$ cat src/rtl/if_stage_pkg.sv
`timescale 1ns/1ps
// Shared constants and types for the instruction fetch stage: bus widths, logic levels,
// PC increment and the fetch FSM state encoding.
package if_stage_pkg;

    localparam int unsigned XLEN = 32;

    localparam logic TRUE      = 1'b1;
    localparam logic FALSE     = 1'b0;
    localparam logic RST_LEVEL = 1'b1;

    localparam logic [XLEN-1:0] ZERO   = '0;
    localparam logic [XLEN-1:0] PC_INC = 32'd4;

    typedef enum logic [0:0] {
        StFetch = 1'b0,
        StDrain = 1'b1
    } if_state_e;

    function automatic logic [XLEN-1:0] word_align(input logic [XLEN-1:0] addr);
        return {addr[XLEN-1:2], 2'b00};
    endfunction

endpackage

$ cat src/rtl/if_fifo2.sv
`timescale 1ns/1ps
// Two-entry {addr, inst} buffer between the fetch bus and the decode stage.
// clear empties it in the same edge, overriding any push or pop.
module if_fifo2
    import if_stage_pkg::*;
(
    input  logic            clk,
    input  logic            rst,
    input  logic            clear,
    input  logic            push,
    input  logic            pop,
    input  logic [XLEN-1:0] push_addr,
    input  logic [XLEN-1:0] push_inst,
    output logic [XLEN-1:0] head_addr,
    output logic [XLEN-1:0] head_inst,
    output logic [1:0]      count
);

    logic [XLEN-1:0] addr_q [2];
    logic [XLEN-1:0] inst_q [2];
    logic            rd_ptr_q;
    logic            wr_ptr_q;
    logic [1:0]      count_q;

    always_ff @(posedge clk) begin
        if (rst == RST_LEVEL || clear) begin
            rd_ptr_q <= 1'b0;
            wr_ptr_q <= 1'b0;
            count_q  <= 2'd0;
        end else begin
            if (push) begin
                wr_ptr_q <= ~wr_ptr_q;
            end
            if (pop) begin
                rd_ptr_q <= ~rd_ptr_q;
            end
            count_q <= count_q + {1'b0, push} - {1'b0, pop};
        end
    end

    // Payload needs no reset: it is only observed while count is non-zero.
    always_ff @(posedge clk) begin
        if (push) begin
            addr_q[wr_ptr_q] <= push_addr;
            inst_q[wr_ptr_q] <= push_inst;
        end
    end

    assign head_addr = addr_q[rd_ptr_q];
    assign head_inst = inst_q[rd_ptr_q];
    assign count     = count_q;

endmodule

$ cat src/rtl/if_stage.sv
`timescale 1ns/1ps
// Instruction fetch stage: sequential PC, one outstanding imem request, 2-deep output buffer.
// Defining IF_FETCH_CNT_EN adds fetch_cnt_o, a count of instructions handed downstream.
module if_stage
    import if_stage_pkg::*;
#(
    parameter logic [XLEN-1:0] RESET_PC = 32'h0000_0000
) (
    input  logic            clk,
    input  logic            rst,
    input  logic            stall_i,
    input  logic            redirect_i,
    input  logic [XLEN-1:0] redirect_addr_i,
    output logic            imem_req_o,
    output logic [XLEN-1:0] imem_addr_o,
    input  logic            imem_ack_i,
    input  logic [XLEN-1:0] imem_data_i,
    output logic            inst_valid_o,
    output logic [XLEN-1:0] inst_addr_o,
    output logic [XLEN-1:0] inst_o
`ifdef IF_FETCH_CNT_EN
    ,
    output logic [XLEN-1:0] fetch_cnt_o
`endif
);

    if_state_e       state_q, state_d;
    logic [XLEN-1:0] pc_q, pc_d;
    logic [XLEN-1:0] drain_addr_q, drain_addr_d;
    logic [XLEN-1:0] head_addr, head_inst;
    logic [1:0]      count;
    logic            in_rst, req, xfer, push, pop;

    assign in_rst = (rst == RST_LEVEL);

    // Issuing only with a free slot guarantees every acked word can be pushed.
    assign req  = in_rst ? FALSE : ((state_q == StDrain) || (count <= 2'd1));
    assign xfer = req && imem_ack_i;
    assign push = xfer && (state_q == StFetch) && !redirect_i;

    assign inst_valid_o = !in_rst && (count != 2'd0);
    assign pop          = inst_valid_o && !stall_i && !redirect_i;

    assign imem_req_o  = req;
    assign imem_addr_o = in_rst ? RESET_PC : ((state_q == StDrain) ? drain_addr_q : pc_q);
    assign inst_o      = in_rst ? ZERO : head_inst;
    assign inst_addr_o = in_rst ? ZERO : head_addr;

    always_comb begin
        state_d      = state_q;
        pc_d         = pc_q;
        drain_addr_d = drain_addr_q;
        unique case (state_q)
            StFetch: begin
                if (redirect_i) begin
                    pc_d = word_align(redirect_addr_i);
                    // An un-acked request must stay on the bus; its data is dropped later.
                    if (req && !imem_ack_i) begin
                        state_d      = StDrain;
                        drain_addr_d = pc_q;
                    end
                end else if (xfer) begin
                    pc_d = pc_q + PC_INC;
                end
            end
            StDrain: begin
                if (redirect_i) begin
                    pc_d = word_align(redirect_addr_i);
                end
                if (imem_ack_i) begin
                    state_d = StFetch;
                end
            end
            default: state_d = StFetch;
        endcase
    end

    always_ff @(posedge clk) begin
        if (in_rst) begin
            state_q      <= StFetch;
            pc_q         <= RESET_PC;
            drain_addr_q <= RESET_PC;
        end else begin
            state_q      <= state_d;
            pc_q         <= pc_d;
            drain_addr_q <= drain_addr_d;
        end
    end

    if_fifo2 u_fifo (
        .clk       (clk),
        .rst       (rst),
        .clear     (redirect_i),
        .push      (push),
        .pop       (pop),
        .push_addr (pc_q),
        .push_inst (imem_data_i),
        .head_addr (head_addr),
        .head_inst (head_inst),
        .count     (count)
    );

`ifdef IF_FETCH_CNT_EN
    logic [XLEN-1:0] fetch_cnt_q;

    always_ff @(posedge clk) begin
        if (in_rst || redirect_i) begin
            fetch_cnt_q <= ZERO;
        end else if (pop) begin
            fetch_cnt_q <= fetch_cnt_q + 32'd1;
        end
    end

    assign fetch_cnt_o = fetch_cnt_q;
`endif

endmodule

$ cat config.mk
export PLATFORM = sky130hd
export DESIGN_NAME = if_stage
export DESIGN_NICKNAME = d
export VERILOG_FILES = /design/src/rtl/if_stage_pkg.sv /design/src/rtl/if_fifo2.sv /design/src/rtl/if_stage.sv
export SDC_FILE = /design/constraint.sdc
export NUM_CORES = 1
export LEC_CHECK = 0
export BUFFER_PORTS_ARGS = -buffer_cell sky130_fd_sc_hd__buf_4
export CORE_MARGIN = 5
export CORE_UTILIZATION = 35
export DETAILED_ROUTE_END_ITERATION = 8
export HOLD_SLACK_MARGIN = 0.15
export PLACE_DENSITY = 0.64
export SLEW_MARGIN = 10
export SYNTH_ARGS = -nofsm -noshare
export SYNTH_HDL_FRONTEND = slang
export SYNTH_HIERARCHICAL = 1
export SYNTH_SLANG_ARGS = --single-unit
export TNS_END_PERCENT = 30
$ cat constraint.sdc
create_clock -name clk -period 4.65 [get_ports clk]
set_clock_uncertainty 0.1 [all_clocks]
set_input_delay 0.465 -clock clk [delete_from_list [all_inputs] [get_ports clk]]
set_output_delay 0.465 -clock clk [all_outputs]
set_load 0.05 [all_outputs]
==> results of run 1 <==
area by class of cell:
| class | instances | area [µm²] | share of cell area [%] |
|---|---|---|---|
| inverters | 9 | 33.8 | 0.296 |
| well taps | 330 | 413 | 3.62 |
| clock buffers | 17 | 425 | 3.73 |
| flip-flops and latches | 194 | 5170 | 45.3 |
| clock inverters | 15 | 218 | 1.91 |
| multi-input cells | 499 | 3530 | 30.9 |
| repair buffers | 202 | 1630 | 14.3 |
routing by layer:
metal,GRT usage (%),vias up,routed length [µm]
met1,21.2,2965,9950
met2,22.0,221,9640
li1,-,3041,-
met3,3.12,13,1460
met4,3.47,0,178
met5,0,-,0
state kept, by name (all words and copies together) (netlist names), named ones only:
name             flops
u_fifo/wr_ptr_q      1
u_fifo/count         2
pc_q                30
drain_addr_q        30
u_fifo/addr_q       64
u_fifo/inst_q       64
state_q              1
u_fifo/rd_ptr_q      1
cell families (layout without fill, tap and decap cells):
group	Yosys count	count (layout)	share of synthesized area, %
buf+inv	62	243	3.98
xor+xnor	6	6	0.735
compound gates	110	110	7.53
mux	96	96	14.0
simple gates	278	278	16.0
other cells	1	6	0.0416
flops	194	194	57.3
fa+ha+maj	3	3	0.416
power breakdown:
part	switching [W]	internal [W]
Combinational	0.000278	0.000182
Clock	0.000686	0.000876
Sequential	0.0000670	0.00188
timing repair:
item                                   CTS  global route
endpoints found under the hold margin   66             0
hold buffers                            34             0
buffers inserted                         0             0
cells in the mapped netlist, types with 2 or more instances:
cell        n
nor2b_1    64
nand4_4     2
o31a_1      3
or4_1       7
nand2_1    92
mux2_2      5
nor2_1     56
mux2_4     60
o211ai_1    2
o311ai_0    2
xnor2_1     4
a211oi_1    7
or3_1       4
buf_6       2
buf_12      6
nor4_4      2
buf_4       2
o21ai_0    15
edfxtp_1  128
a21oi_1    49
dfxtp_1    66
clkbuf_1   35
buf_1       3
a22oi_1     4
and2_1      3
a311oi_1    3
a22o_1      2
o31ai_1     2
buf_2       5
nand4_1     5
o22ai_1     3
ha_1        3
a31oi_1     9
nand3_1    17
nor4_1      3
and3_1      7
inv_1       9
nand2b_1    2
nor3_1      6
mux2i_1    31
per-stage QoR:
| step | instance area [µm²] | std cells |
|---|---|---|
| floorplan | 9040 | 755 |
| global placement | 10400 | 1200 |
| detailed placement | 10400 | 1200 |
| CTS | 11400 | 1266 |
| global route | 11400 | 1266 |
| finish | 11400 | 1266 |
worst max path at each step:
stage	endpoint	start	slack (ns)	cells past startpoint
2_1_floorplan	u_fifo/addr_q[0][0]	rst	0.002	6
5_1_grt	u_fifo/inst_q[1][17]	state_q	1.36	4
3_3_place_gp	u_fifo/inst_q[1][8]	state_q	1.55	4
4_1_cts	u_fifo/inst_q[1][20]	state_q	1.53	4
3_5_place_dp	u_fifo/inst_q[1][7]	state_q	1.55	4
6_report	u_fifo/inst_q[1][17]	state_q	1.57	4
tightest hold or removal path: cells and delay by family:
kind | cells | cell delay [ns]
simple gates | 1 | 0.08
compound gates | 1 | 0.05
buf+inv | 1 | 0.11
==> summary.md, run 1 <==
| Metric | Value |
|---|---|
| Syn Inst Count | `750` |
| Total gr overflow | `0` |
| First-pass GRT wire length | `33300 µm` |
| Area leader, netlist | `edfxtp_1` |
| Clk_lat worst skew | `0.43 ns` |
| Main synth FF type | `edfxtp_1` |
| Worst-path clk slew | `0.08 ns` |
| Post-synthesis async set-or-reset flop share | `0%` |
| CP bufs+invs | `1` |
| Fillers | `2365` |
| GPL Wtd Cong | `0.817` |
| Initial core utilization | `35.7%` |
| Largest net degree at the start of global routing | `137` |
| Actual slew at the worst max-slew pin | `approximately 1.1 ns` |
| CP endpoint kind | `flop` |
| Resized cells post-CTS | `0` |
| Synthesized area per cell | `12.0 µm²` |
| Leak | `roughly 4.3 nW` |
| Vias/cell | `4.93` |
| Die Y-Extent | `171 µm` |
| Core Area | `25300 µm²` |
| Hold Crit Class | `primary input to flop` |
| Area delta synth->final | `26.5%` |
| Fin util | `45.2%` |
| MaxCap Viol Count | `0` |
| Antenna violations before repair | `0` |
| Critical path's top delay family | `simple AND/OR/NAND/NOR gates` |
| Diodes inserted | `0` |
| RSZ-0062 raised after global routing | `no` |
| Boundary Pins | `167` |
| Vias | `6240` |
| Drt wl/cell | `~17 µm` |
| Gr usage total | `14.5%` |
| Synth cell types | `60` |
| Root Buffer | `clkbuf_16` |
| Layout Nets | `995` |
| CTS tree | `done` |
| R2r worst-path depth | `4` |
| Hold depth | `3` |
| CP startpoint kind | `flop` |
| Worst Hold Launch | `redirect_addr_i[24]` |
| Setup ws final | `1.57 ns` |
| Antenna viol nets, final | `0` |
| Most frequent cells in the layout | `166 x buf_4, 128 x edfxtp_1, 92 x nand2_1` |
| Pwr dens | `348 nW/µm²` |
| CP max-delay cell | `and2_4` |
| R2R setup slack | `1.57 ns` |
| Pre-antenna DRT Iters | `5` |
| Fin. max-slew vios | `0` |
| CP Max Fanout | `64` |
| Synth top area cells | `edfxtp_1 43%, dfxtp_1 15%, mux2_4 10%` |
| Commonest non-fill, non-tap cell in the layout | `buf_4` |
| WHS Endpoint | `pc_q[24]` |
| Slowest cell delay on critical path | `0.78 ns` |
| Setup slack after placement | `1.55 ns` |
| Die X | `171 µm` |
| Synth top area share | `42.6%` |
| Critical Path AT | `3.02 ns` |
| Final setup fails | `0` |
| Fin crit share | `66.2%` |
| Status | `finished, final reports clean` |
| RR Startpoint | `state_q` |
| CP required | `4.59 ns` |
| Final Critical Period | `3.08 ns` |
| CTS H-tree lvls | `4` |
| PnR Total Power | `0.00397 W` |
| WS Path Type | `flop to flop` |
| Num CTS Buffers | `17` |
| Die ar. | `roughly 29000 µm²` |
| EDFF count, synth | `128` |
| PortBufs | `162` |
| Setup TNS | `0 ns` |
| Detailed-route DRC error count | `0` |
| Vias in the first global route | `6093` |
| Slew margin rel. | `23.8%` |
| Routed WL | `21200 µm` |
| Longest Clk Path Bufs | `2` |
| Netlist Area Pre-Place | `between 9000 and 10000 µm²` |
| FF+latch count, synth | `194` |
| Row Count | `58` |
| Yosys warns | `6` |
| Final worst hold slack | `0.224 ns` |
| Initial DRC Count | `440` |
| HPWL Detailed | `roughly 14000 µm` |
| Largest vdd supply drop | `0.000224 V` |
| Cell Chain, Critical Path | `nor4b_4, nand2_1, inv_1, and2_4` |
| FF-to-FF End | `u_fifo/inst_q[1][17]` |
| Clock net sink count | `194` |
| Fmax | `about 320 MHz` |
| Fin. Hold Viols | `0` |
| Share of layout cells above drive strength 1 | `29.8%` |
| Post-synthesis sequential area ratio | `57.3%` |
Note: power is estimated with default switching activity, not from simulation.
==> inputs of run 2 (changes only) <==
--- a/config.mk
+++ b/config.mk
@@ -10,7 +10,7 @@
 export CORE_UTILIZATION = 35
 export DETAILED_ROUTE_END_ITERATION = 8
 export HOLD_SLACK_MARGIN = 0.15
-export PLACE_DENSITY = 0.64
+export PLACE_DENSITY = 0.61
 export SLEW_MARGIN = 10
 export SYNTH_ARGS = -nofsm -noshare
 export SYNTH_HDL_FRONTEND = slang
==> constraint.sdc (replaced) <==
create_clock -name clk -period 3.1 [get_ports clk]
set_clock_uncertainty 0.1 [all_clocks]
set_input_delay 0.31 -clock clk [delete_from_list [all_inputs] [get_ports clk]]
set_output_delay 0.31 -clock clk [all_outputs]
set_load 0.05 [all_outputs]
==> summary.md, run 2 (synthesis gave the netlist of run 1 again) <==
| Metric | Value |
|---|---|
| Status | `finished, final reports clean` |
| Die ar. | `29100 µm² (unchanged)` |
| Vias | `6425 (+3.0%)` |
| CP max-delay cell | `buf_12` |
| Vias in the first global route | `6197 (+1.7%)` |
| R2R setup slack | `0.72 ns (-0.85 ns)` |
| Routed WL | `21500 µm (+1.4%)` |
| Fmax | `420 MHz` |
| Worst-path clk slew | `0.07 ns (about the same)` |
| PortBufs | `162 (unchanged)` |
| Non-Filler Instances | `1300 (+2.7%)` |
| Largest vdd supply drop | `0.000267 V (+19%)` |
| Fin. Hold Viols | `0 (unchanged)` |
| Layout Nets | `1029 (+3.4%)` |
| Area delta synth->final | `29.7%` |
| Die X | `171 µm (unchanged)` |
| Antenna viol nets, final | `0 (unchanged)` |
| Metal3 WL | `1420 µm (-2.6%)` |
| Final setup fails | `0 (unchanged)` |
| Share of layout cells above drive strength 1 | `30.0% (+0.19 points)` |
| Initial core utilization | `35.7% (unchanged)` |
| Top Registers | `u_fifo/addr_q x64, u_fifo/inst_q x64` |
| Die Y-Extent | `171 µm (unchanged)` |
| Final Critical Period | `2.38 ns` |
| Core Area | `25300 µm² (unchanged)` |
| Top Metal Used | `met4` |
| Total gr overflow | `0 (unchanged)` |
| Clk_lat worst skew | `0.42 ns (about the same)` |
| Gr usage total | `14.5% (+0.024 points)` |
| Met2 Routed Length | `9870 µm (+2.4%)` |
| Initial DRC Count | `438 (-0.45%)` |
| Num CTS Buffers | `17 (unchanged)` |
| Clock net sink count | `194 (unchanged)` |
| Root Buffer | `clkbuf_16` |
| Fin crit share | `76.7%` |
| Critical Path AT | `1.97 ns (-1.05 ns)` |
| RR Startpoint | `state_q` |
| Inst Count DP | `1215 (+1.3%)` |
| Design Area, Final | `11700 µm² (+2.5%)` |
| CTS tree | `done` |
| Boundary Pins | `167 (unchanged)` |
| Placement Cell Area | `10600 µm² (+1.4%)` |
| GPL Wtd Cong | `0.801 (-1.9%)` |
| Post-CTS setup buffer count | `0 (unchanged)` |
| PnR Total Power | `0.00587 W (+48%)` |
| First-pass GRT wire length | `33100 µm (-0.52%)` |
| Worst Hold Launch | `redirect_addr_i[25]` |
| CP Max Fanout | `64 (unchanged)` |
| CP endpoint kind | `output pin` |
| Actual slew at the worst max-slew pin | `0.960 ns (-0.184 ns)` |
| Slew margin rel. | `35.8% (+12 points)` |
| Fin. max-slew vios | `0 (unchanged)` |
| Pwr dens | `501 nW/µm² (+44%)` |
| Drt wl/cell | `16.6 µm (-1.2%)` |
| HPWL Detailed | `14300 µm (+3.1%)` |
| Pre-antenna DRT Iters | `6 (+1)` |
| CP startpoint kind | `flop` |
| Antenna violations before repair | `0 (unchanged)` |
| R2r worst-path depth | `6 (+2)` |
| RSZ-0062 raised after global routing | `no` |
| Largest net degree at the start of global routing | `123 (-10%)` |
| Critical path's top delay family | `buffers and inverters` |
| Hold depth | `4 (+1)` |
| CP required | `2.69 ns (-1.90 ns)` |
| Setup slack after placement | `0.610 ns (-0.936 ns)` |
| CTS H-tree lvls | `4 (unchanged)` |
| CP bufs+invs | `2 (+1)` |
| Diodes inserted | `0 (unchanged)` |
| Resized cells post-CTS | `0 (unchanged)` |
| Setup ws final | `0.721 ns (-0.851 ns)` |
| WHS Endpoint | `pc_q[25]` |
| FF-to-FF End | `pc_q[12]` |
| Hold Crit Class | `primary input to flop` |
| Slowest cell delay on critical path | `0.41 ns (-0.37 ns)` |
| Wire length on met1 | `9910 µm (-0.40%)` |
| Longest Clk Path Bufs | `2 (unchanged)` |
| Commonest non-fill, non-tap cell in the layout | `buf_4` |
| Leak | `4.40 nW (+3.4%)` |
| Vias/cell | `4.94 (+0.27%)` |
| Cell Chain, Critical Path | `buf_12, mux2_2, nor2b_1, buf_4` |
| MaxCap Viol Count | `0 (unchanged)` |
| Detailed-route DRC error count | `0 (unchanged)` |
| Row Count | `58 (unchanged)` |
| WS Path Type | `flop to output pin` |
| Most frequent cells in the layout | `178 x buf_4, 128 x edfxtp_1, 92 x nand2_1` |
[run 2: cell types whose count changed in the layout (fill, tap and decap cells not counted), moves of 2 or more]
cell	before	now
dlygate4sd3_1	34	53
buf_4	166	178
inv_8	4	0
buf_12	2	5
clkbuf_1	0	3
clkinv_2	0	2
clkinv_8	2	0
[run 2: cell type report]
cell class	count	area (µm²)
Fill cell	2330	13600
Tap cell	330	413
Sequential cell	194	5170
Clock inverter	12	156
Clock buffer	20	437
Timing Repair Buffer	236	1970
Inverter	9	33.8
Multi-Input combinational cell	499	3530
[run 2: metal layers]
layer	global-route usage, %	vias up
li1	-	3110
met1	20.3	3078
met2	22.8	213
met3	2.91	24
met4	4.41	0
met5	0	-
[run 2: power by group]
part | switching [W] | internal, W
combinational | 0.000454 | 0.000304
clock | 0.000936 | 0.00127
sequential | 0.0000740 | 0.00283
total | 0.00146 | 0.00440
[run 2: timing repair]
item                                    4_1_cts  5_1_grt
endpoints found under the setup margin        0        0
hold buffers                                 53        0
hold endpoints to repair                     85        0
[run 2: worst max-delay path by stage]
stage	start	end	slack (ns)	cells after the start
after floorplan	state_q	u_fifo/addr_q[1][0]	-0.21	5
after CTS	flop	inst_addr_o[1]	0.69	4
after global placement	rst	u_fifo/addr_q[1][4]	0.61	6
final	flop	inst_o[31]	0.72	4
after global routing	pc_q[3]	pc_q[26]	0.58	7
after detailed placement	rst	u_fifo/addr_q[1][4]	0.61	6
[run 2: tightest hold or removal path, delay by kind of cell]
kind	cells	cell delay [ns]
buffers and inverters	1	0.12
and+or+nand+nor	1	0.05
AOI/OAI and AO/OA	2	0.18
[run 2: metrics by stage]
stage	utilization [%]	setup TNS, ns	hold WS (ns)
after floorplan	-	-13.75	0.285
after global placement	41.9	0	0.341
after detailed placement	41.9	0	0.346
after CTS	46.3	0	0.156
after global routing	46.3	0	0.178
final	46.3	0	0.176
